<file path="config.mk">
export PLATFORM = sky130hd
export DESIGN_NAME = output_serializer
export DESIGN_NICKNAME = d
export VERILOG_FILES = /design/src/rtl/msdap_pkg.sv /design/src/rtl/p2s_channel.sv /design/src/rtl/output_serializer.sv
export SDC_FILE = /design/constraint.sdc
export NUM_CORES = 1
export LEC_CHECK = 0
export ABC_AREA = 1
export CAP_MARGIN = 5
export CELL_PAD_IN_SITES_DETAIL_PLACEMENT = 0
export CELL_PAD_IN_SITES_GLOBAL_PLACEMENT = 1
export CORE_AREA = 2 2 180 138
export DETAILED_ROUTE_END_ITERATION = 8
export DIE_AREA = 0 0 182 140
export PLACE_DENSITY = 0.8
export SYNTH_ARGS = -nofsm -noshare
export SYNTH_HDL_FRONTEND = slang
export SYNTH_SLANG_ARGS = --single-unit
</file>
<file path="constraint.sdc">
create_clock -name Sclk -period 5.9 [get_ports Sclk]
set_input_delay 1.475 -clock Sclk [delete_from_list [all_inputs] [get_ports Sclk]]
set_output_delay 1.475 -clock Sclk [all_outputs]
set_load 0.03 [all_outputs]
</file>
<file path="src/rtl/msdap_pkg.sv">
// Shared constants and FSM encoding for the MSDAP output serializer.
package msdap_pkg;

  localparam int WORD_W   = 40;  // result width and serial frame length
  localparam int SKEW_MAX = 32;  // cycles a lone channel waits for its partner

  typedef enum logic {
    ST_IDLE  = 1'b0,
    ST_SHIFT = 1'b1
  } p2s_state_e;

endpackage

</file>
<file path="src/rtl/p2s_channel.sv">
// One serializer lane: holding register, pending flag, shift register,
// registered serial output and sticky overrun detect.
module p2s_channel #(
  parameter int W = 40
) (
  input  logic         clk,
  input  logic         rst,
  input  logic         cap_en,    // capture acc into the holding register
  input  logic [W-1:0] acc,
  input  logic         load,      // frame launch / back-to-back reload
  input  logic         shift,     // advance one bit within a frame
  output logic         pend,
  output logic         ser_out,
  output logic         overrun
);

  logic [W-1:0] hold_q, hold_d;
  logic [W-1:0] sh_q, sh_d;
  logic         pend_q, pend_d;
  logic         out_q, out_d;
  logic         ovr_q, ovr_d;
  logic         consume;

  // A launch consumes the old hold value even if a new capture lands on the
  // same edge; that case keeps pend set and is not an overrun.
  always_comb begin
    consume = load & pend_q;
    hold_d  = cap_en ? acc : hold_q;
    pend_d  = cap_en ? 1'b1 : (consume ? 1'b0 : pend_q);
    ovr_d   = ovr_q | (cap_en & pend_q & ~consume);
    sh_d    = sh_q;
    out_d   = 1'b0;
    if (load) begin
      sh_d  = pend_q ? hold_q : '0;
      out_d = pend_q & hold_q[W-1];
    end else if (shift) begin
      sh_d  = sh_q << 1;
      out_d = sh_q[W-2];
    end
  end

  // Lane state registers.
  always_ff @(posedge clk or posedge rst) begin
    if (rst) begin
      hold_q <= '0;
      sh_q   <= '0;
      pend_q <= 1'b0;
      out_q  <= 1'b0;
      ovr_q  <= 1'b0;
    end else begin
      hold_q <= hold_d;
      sh_q   <= sh_d;
      pend_q <= pend_d;
      out_q  <= out_d;
      ovr_q  <= ovr_d;
    end
  end

  assign pend    = pend_q;
  assign ser_out = out_q;
  assign overrun = ovr_q;

endmodule

</file>
<file path="src/rtl/output_serializer.sv">
// Final MSDAP stage: captures left/right 40-bit results and shifts them out
// MSB-first in lock-step, framed by OutReady. A lone pending channel is
// forced out with a zero partner after SKEW_MAX cycles.
// Optional build macro P2S_FRAME_CNT_EN adds frame_cnt / forced_cnt outputs.
//
// Handshake: p2sX_en is a one-cycle valid pulse with no ready; the block
// always accepts. OutputL/OutputR are valid exactly while OutReady is high.
module output_serializer
  import msdap_pkg::*;
(
  input  logic              Sclk,
  input  logic              Clear,
  input  logic              p2sL_en,
  input  logic              p2sR_en,
  input  logic [WORD_W-1:0] accL,
  input  logic [WORD_W-1:0] accR,
  output logic              OutReady,
  output logic              OutputL,
  output logic              OutputR,
  output logic              state_dbg,
  output logic              overrun
`ifdef P2S_FRAME_CNT_EN
  ,
  output logic [15:0]       frame_cnt,
  output logic [7:0]        forced_cnt
`endif
);

  localparam int BIT_W  = $clog2(WORD_W);
  localparam int SKEW_W = $clog2(SKEW_MAX) + 1;
  localparam logic [BIT_W-1:0]  LAST_BIT = BIT_W'(WORD_W - 1);
  localparam logic [SKEW_W-1:0] SKEW_TOP = SKEW_W'(SKEW_MAX - 1);

  p2s_state_e        state_q, state_d;
  logic [BIT_W-1:0]  bitcnt_q, bitcnt_d;
  logic [SKEW_W-1:0] skew_q, skew_d;
  logic              ready_q, ready_d;

  logic pend_l, pend_r, ovr_l, ovr_r;
  logic last_bit, timeout, launch_cond, launch, shift_en;

  p2s_channel #(.W(WORD_W)) u_chan_l (
    .clk(Sclk), .rst(Clear), .cap_en(p2sL_en), .acc(accL),
    .load(launch), .shift(shift_en),
    .pend(pend_l), .ser_out(OutputL), .overrun(ovr_l)
  );

  p2s_channel #(.W(WORD_W)) u_chan_r (
    .clk(Sclk), .rst(Clear), .cap_en(p2sR_en), .acc(accR),
    .load(launch), .shift(shift_en),
    .pend(pend_r), .ser_out(OutputR), .overrun(ovr_r)
  );

  // Launch decode and next-state for the frame FSM, bit and skew counters.
  always_comb begin
    last_bit    = (state_q == ST_SHIFT) && (bitcnt_q == LAST_BIT);
    timeout     = (pend_l ^ pend_r) && (skew_q == SKEW_TOP);
    launch_cond = (pend_l & pend_r) | timeout;
    launch      = ((state_q == ST_IDLE) || last_bit) && launch_cond;
    shift_en    = (state_q == ST_SHIFT) && !last_bit;

    state_d  = state_q;
    bitcnt_d = bitcnt_q;
    ready_d  = ready_q;
    if (launch) begin
      state_d  = ST_SHIFT;
      bitcnt_d = '0;
      ready_d  = 1'b1;
    end else if (last_bit) begin
      state_d = ST_IDLE;
      ready_d = 1'b0;
    end else if (shift_en) begin
      bitcnt_d = bitcnt_q + 1'b1;
    end

    skew_d = '0;
    if ((state_q == ST_IDLE) && !launch && (pend_l ^ pend_r))
      skew_d = (skew_q == SKEW_TOP) ? skew_q : skew_q + 1'b1;
  end

  // Frame FSM and counters.
  always_ff @(posedge Sclk or posedge Clear) begin
    if (Clear) begin
      state_q  <= ST_IDLE;
      bitcnt_q <= '0;
      skew_q   <= '0;
      ready_q  <= 1'b0;
    end else begin
      state_q  <= state_d;
      bitcnt_q <= bitcnt_d;
      skew_q   <= skew_d;
      ready_q  <= ready_d;
    end
  end

  assign OutReady  = ready_q;
  assign state_dbg = state_q;
  assign overrun   = ovr_l | ovr_r;

`ifdef P2S_FRAME_CNT_EN
  logic [15:0] frame_q, frame_d;
  logic [7:0]  forced_q, forced_d;

  // Launch statistics: frames wrap, forced launches saturate.
  always_comb begin
    frame_d  = launch ? frame_q + 16'd1 : frame_q;
    forced_d = forced_q;
    if (launch && timeout && (forced_q != 8'hFF))
      forced_d = forced_q + 8'd1;
  end

  // Statistics registers.
  always_ff @(posedge Sclk or posedge Clear) begin
    if (Clear) begin
      frame_q  <= '0;
      forced_q <= '0;
    end else begin
      frame_q  <= frame_d;
      forced_q <= forced_d;
    end
  end

  assign frame_cnt  = frame_q;
  assign forced_cnt = forced_q;
`endif

endmodule

</file>
==> reports/qor.log <==
qor: worst_setup_path.reg2reg_setup_slack 2.96 ns
qor: cts.clock_tree.htree_level_count 4
qor: cts.worst_skew_pair.late_latency 0.43 ns
qor: route.drt_wl_total 19500 microns
qor: sta.worst_slew_margin_rel 22.6%
qor: route.postRouteAntennaNets 0
qor: final_layout.mostFrequentLayoutCells nand2_1 (486), dfrtp_1 (177), inv_1 (169), nand3_1 (162), clkdlybuf4s50_1 (88)
qor: hold_path.worstHoldPathCells 2
qor: floorplanning.rows 49
qor: floorplanning.die_h 140 microns
qor: route.routedWlPerCell 12.6 microns
qor: sta.sum_of_negative_setup_slack 0 ns
qor: yosys.postSynth.asyncResetShare 100%
qor: yosys.sequential_to_total_area_share_from_yosys_stat 49.7%
qor: floorplanning.dieWidth 182 microns
qor: yosys.synth.net_count 1276
qor: hold_path.worst_hold_path_type flop to flop
qor: yosys.synthDistinctLibCells 23
qor: power.leakagePower 5.95 nW
qor: global_route.number_of_antenna_violations_at_the_first_check_in_global_routing 0
qor: yosys.synth_top_family_by_area simple AND/OR/NAND/NOR gates
qor: cts.cts.clk_slew.worst_paths 0.06 ns
qor: worst_setup_path.critPathTopFamily buffers and inverters
qor: hold_path.hold_end u_chan_l.overrun
qor: cts.postCtsSetupRepairBufs 0
qor: power.power.ir.vdd_worst 0.206 mV
qor: cts.cts-resized-gates 0
qor: sta.timing.fmax 315 MHz
qor: global_route.grt_usage 16.0%
qor: placed_design.placedCellCount 1516
qor: placed_design.i_o_buffers 88
qor: sta.fin_worst_skew 0.0107 ns
qor: floorplanning.io_pins 89
qor: yosys.postSynthRegisterBits 177
qor: worst_setup_path.crit_buf_inv 1
qor: worst_setup_path.worstPathCellList clkdlybuf4s50_1
qor: global_route.pin_count_of_the_biggest_net_entering_global_routing 178
qor: floorplanning.floorplan.initialDensity 37.6%
qor: yosys.synth-compound-area-share 0.660%
qor: yosys.cell_types_with_the_largest_area_share_after_synthesis dfrtp_1 (50%), nand2_1 (20%), nand3_1 (9.1%)
qor: placed_design.place_congestion 0.704
qor: worst_setup_path.critical_path.max_stage_delay 0.74 ns
qor: route.detailedRoute.firstPassIterationCount 4
qor: cts.post_cts_hold_fix_bufs 0
qor: power.power.density 261 mW/mm^2
qor: yosys.yosys.area_share.xor_xnor 0.393%
qor: floorplanning.floorplan.core_area 0.0237 sq mm
qor: route.detail_route.iter0.violations 561
qor: global_route.via_count_of_the_first_global_routing_pass 7110
qor: cts.cts.sink_count 177
qor: worst_setup_path.cp_endpoint_kind output port
qor: job.drv_cap 0
qor: worst_setup_path.timing.critical_path.arrival 1.70 ns
qor: worst_setup_path.crit_fanout 6
qor: global_route.globalRoute.totalOverflow 0
qor: yosys.synth_fa_ha_area_share 0.421%
qor: sta.finalSetupViolations 0
qor: hold_path.hold_path_startpoint u_chan_l.overrun
qor: placed_design.place_hpwl 10900 microns
qor: yosys.ys_warn_count 0
qor: final_layout.final_cells 1549
qor: final_layout.layout-drive-gt1-share 4.03%
qor: sta.hold_ws 0.456 ns
qor: power.post-layout-total-power 2.74 mW
qor: cts.clockBufferDepth 2
qor: yosys.synthCells 1189
qor: worst_setup_path.timing.critical_path.slowest_stage_cell clkdlybuf4s50_1
qor: worst_setup_path.r2r.worst_path.cells 11
qor: sta.slew_viol_final 0
qor: sta.post-route-min-period 3.17 ns
qor: route.remaining_drc_errors 0
qor: final_layout.finish.net_count 1316
qor: yosys.post_synth.cell_area_avg 7.49 sq um
qor: final_layout.syn2layout_area_growth 17.4%
qor: worst_setup_path.worstSetupPathDepth 1
qor: run_status.outcome complete, no violations
qor: cts.tritoncts done
qor: yosys.synth_top_flop_cell dfrtp_1
qor: yosys.yosysTopAreaCell dfrtp_1
qor: worst_setup_path.timing.critical_path.required 4.43 ns
qor: worst_setup_path.criticalPathCategory flop to output port
qor: route.detail_route.vias_per_cell 4.66
qor: sta.min_period_over_period 53.7%
qor: sta.timing.final.hold_violations 0
qor: yosys.yosys.area_share.simple 37.0%
qor: floorplanning.die_area 0.0255 sq mm
qor: yosys.number_of_enable_flip_flop_cells_after_synthesis 0
qor: worst_setup_path.setup.worst_path.start_class flop
qor: worst_setup_path.reg2reg_start bitcnt_q[1]
qor: yosys.synth_top_area_share 49.7%
qor: worst_setup_path.reg2reg_to u_chan_l.sh_q[30]
qor: final_layout.finish.utilization 44.2%
qor: cts.cts-buffers-inserted 17
qor: final_layout.most_frequent_standard_cell_in_the_layout_excluding_fill_and_tap_cells nand2_1
qor: sta.grt_setup_unrepaired false
qor: route.detailroute.via_count 7226
qor: cts.clock_tree.root_cell clkbuf_16
qor: global_route.grt_first_pass_wirelength 33700 microns
qor: final_layout.num-fill-cells 2470
qor: yosys.yosys-mux-area-fraction 0%
qor: sta.worst_slew_pin_slew 1.16 ns
qor: yosys.synthesis.area 0.00891 sq mm
==> area by class of cell <==
| cell class | instances | area (sq um) | area share, % |
|---|---|---|---|
| Clock inverter | 10 | 110 | 1.05 |
| Inverter | 174 | 657 | 6.28 |
| Multi-Input combinational cell | 761 | 3450 | 33.0 |
| Tap cell | 306 | 383 | 3.66 |
| Antenna cell | 1 | 2.50 | 0.0239 |
| Sequential cell | 177 | 4430 | 42.3 |
| Timing Repair Buffer | 98 | 968 | 9.26 |
| Clock buffer | 22 | 464 | 4.44 |
==> worst reg2reg max path: cells and delay by family, from the launching register on <==
kind / cells / cell delay, ns
buffers and inverters: 4 / 1.33
flip-flops: 1 / 0.39
adder cells (fa/ha/maj): 1 / 0.20
AND/OR/NAND/NOR: 6 / 0.97
==> power by group <==
group | leakage [nW] | switching (mW) | internal (mW) | total, mW
sequential | 2.19 | 0.0439 | 1.30 | 1.35
combinational | 3.48 | 0.139 | 0.130 | 0.269
clock | 0.284 | 0.476 | 0.644 | 1.12
total | 5.95 | 0.659 | 2.08 | 2.74
==> per-stage QoR <==
step	cell area (sq um)	setup slack, ns
floorplan	8910	2.16
global placement	9890	2.78
detailed placement	9890	2.73
CTS	10500	2.69
global route	10500	2.64
finish	10500	2.73
==> cells by family (layout without fill, tap and decap cells) <==
kind of cell / after synthesis / after routing
simple gates: 743 / 743
buf+inv: 251 / 304
flops: 177 / 177
compound gates: 11 / 11
xor+xnor: 4 / 4
fa+ha+maj: 3 / 3
other cells: 0 / 1
==> metal layers <==
metal	global-route usage, %	vias up	share of wire [%]
met3	3.20	10	2.9
met4	3.44	0	0.75
li1	-	3688	-
met1	22.4	3428	51
met5	0	-	0
met2	25.8	100	45
==> cell usage after synthesis, types with 3 or more instances <==
master    count
o21ai_1       3
clkbuf_1     37
o21ai_0       5
nand2_1     486
buf_6         6
nand2_2       3
nor2_1       11
nand3b_1     75
buf_2        26
nor3_1        3
inv_2         4
inv_1       170
nand3_1     162
dfrtp_1     177
ha_1          3
buf_4         8
==> worst max path at each step <==
stage / endpoint / from
floorplan: OutReady / Clear
global placement: u_chan_l.hold_q[4] / p2sL_en
detailed placement: u_chan_l.hold_q[17] / p2sL_en
CTS: OutReady / OutReady
global route: state_dbg / OutReady
finish: OutReady / OutReady
==> sequential cells by signal, indices dropped and copies added (netlist names) <==
signal and cells:
u_chan_l.sh_q 39, u_chan_r.pend 1, u_chan_r.overrun 1, u_chan_r.ser_out 1, u_chan_l.ser_out 1, OutReady 1
u_chan_r.hold_q 40, u_chan_l.overrun 1, u_chan_l.hold_q 40, u_chan_r.sh_q 39, skew_q 6, bitcnt_q 6
u_chan_l.pend 1
No activity file was read; power rests on OpenSTA's default activity.
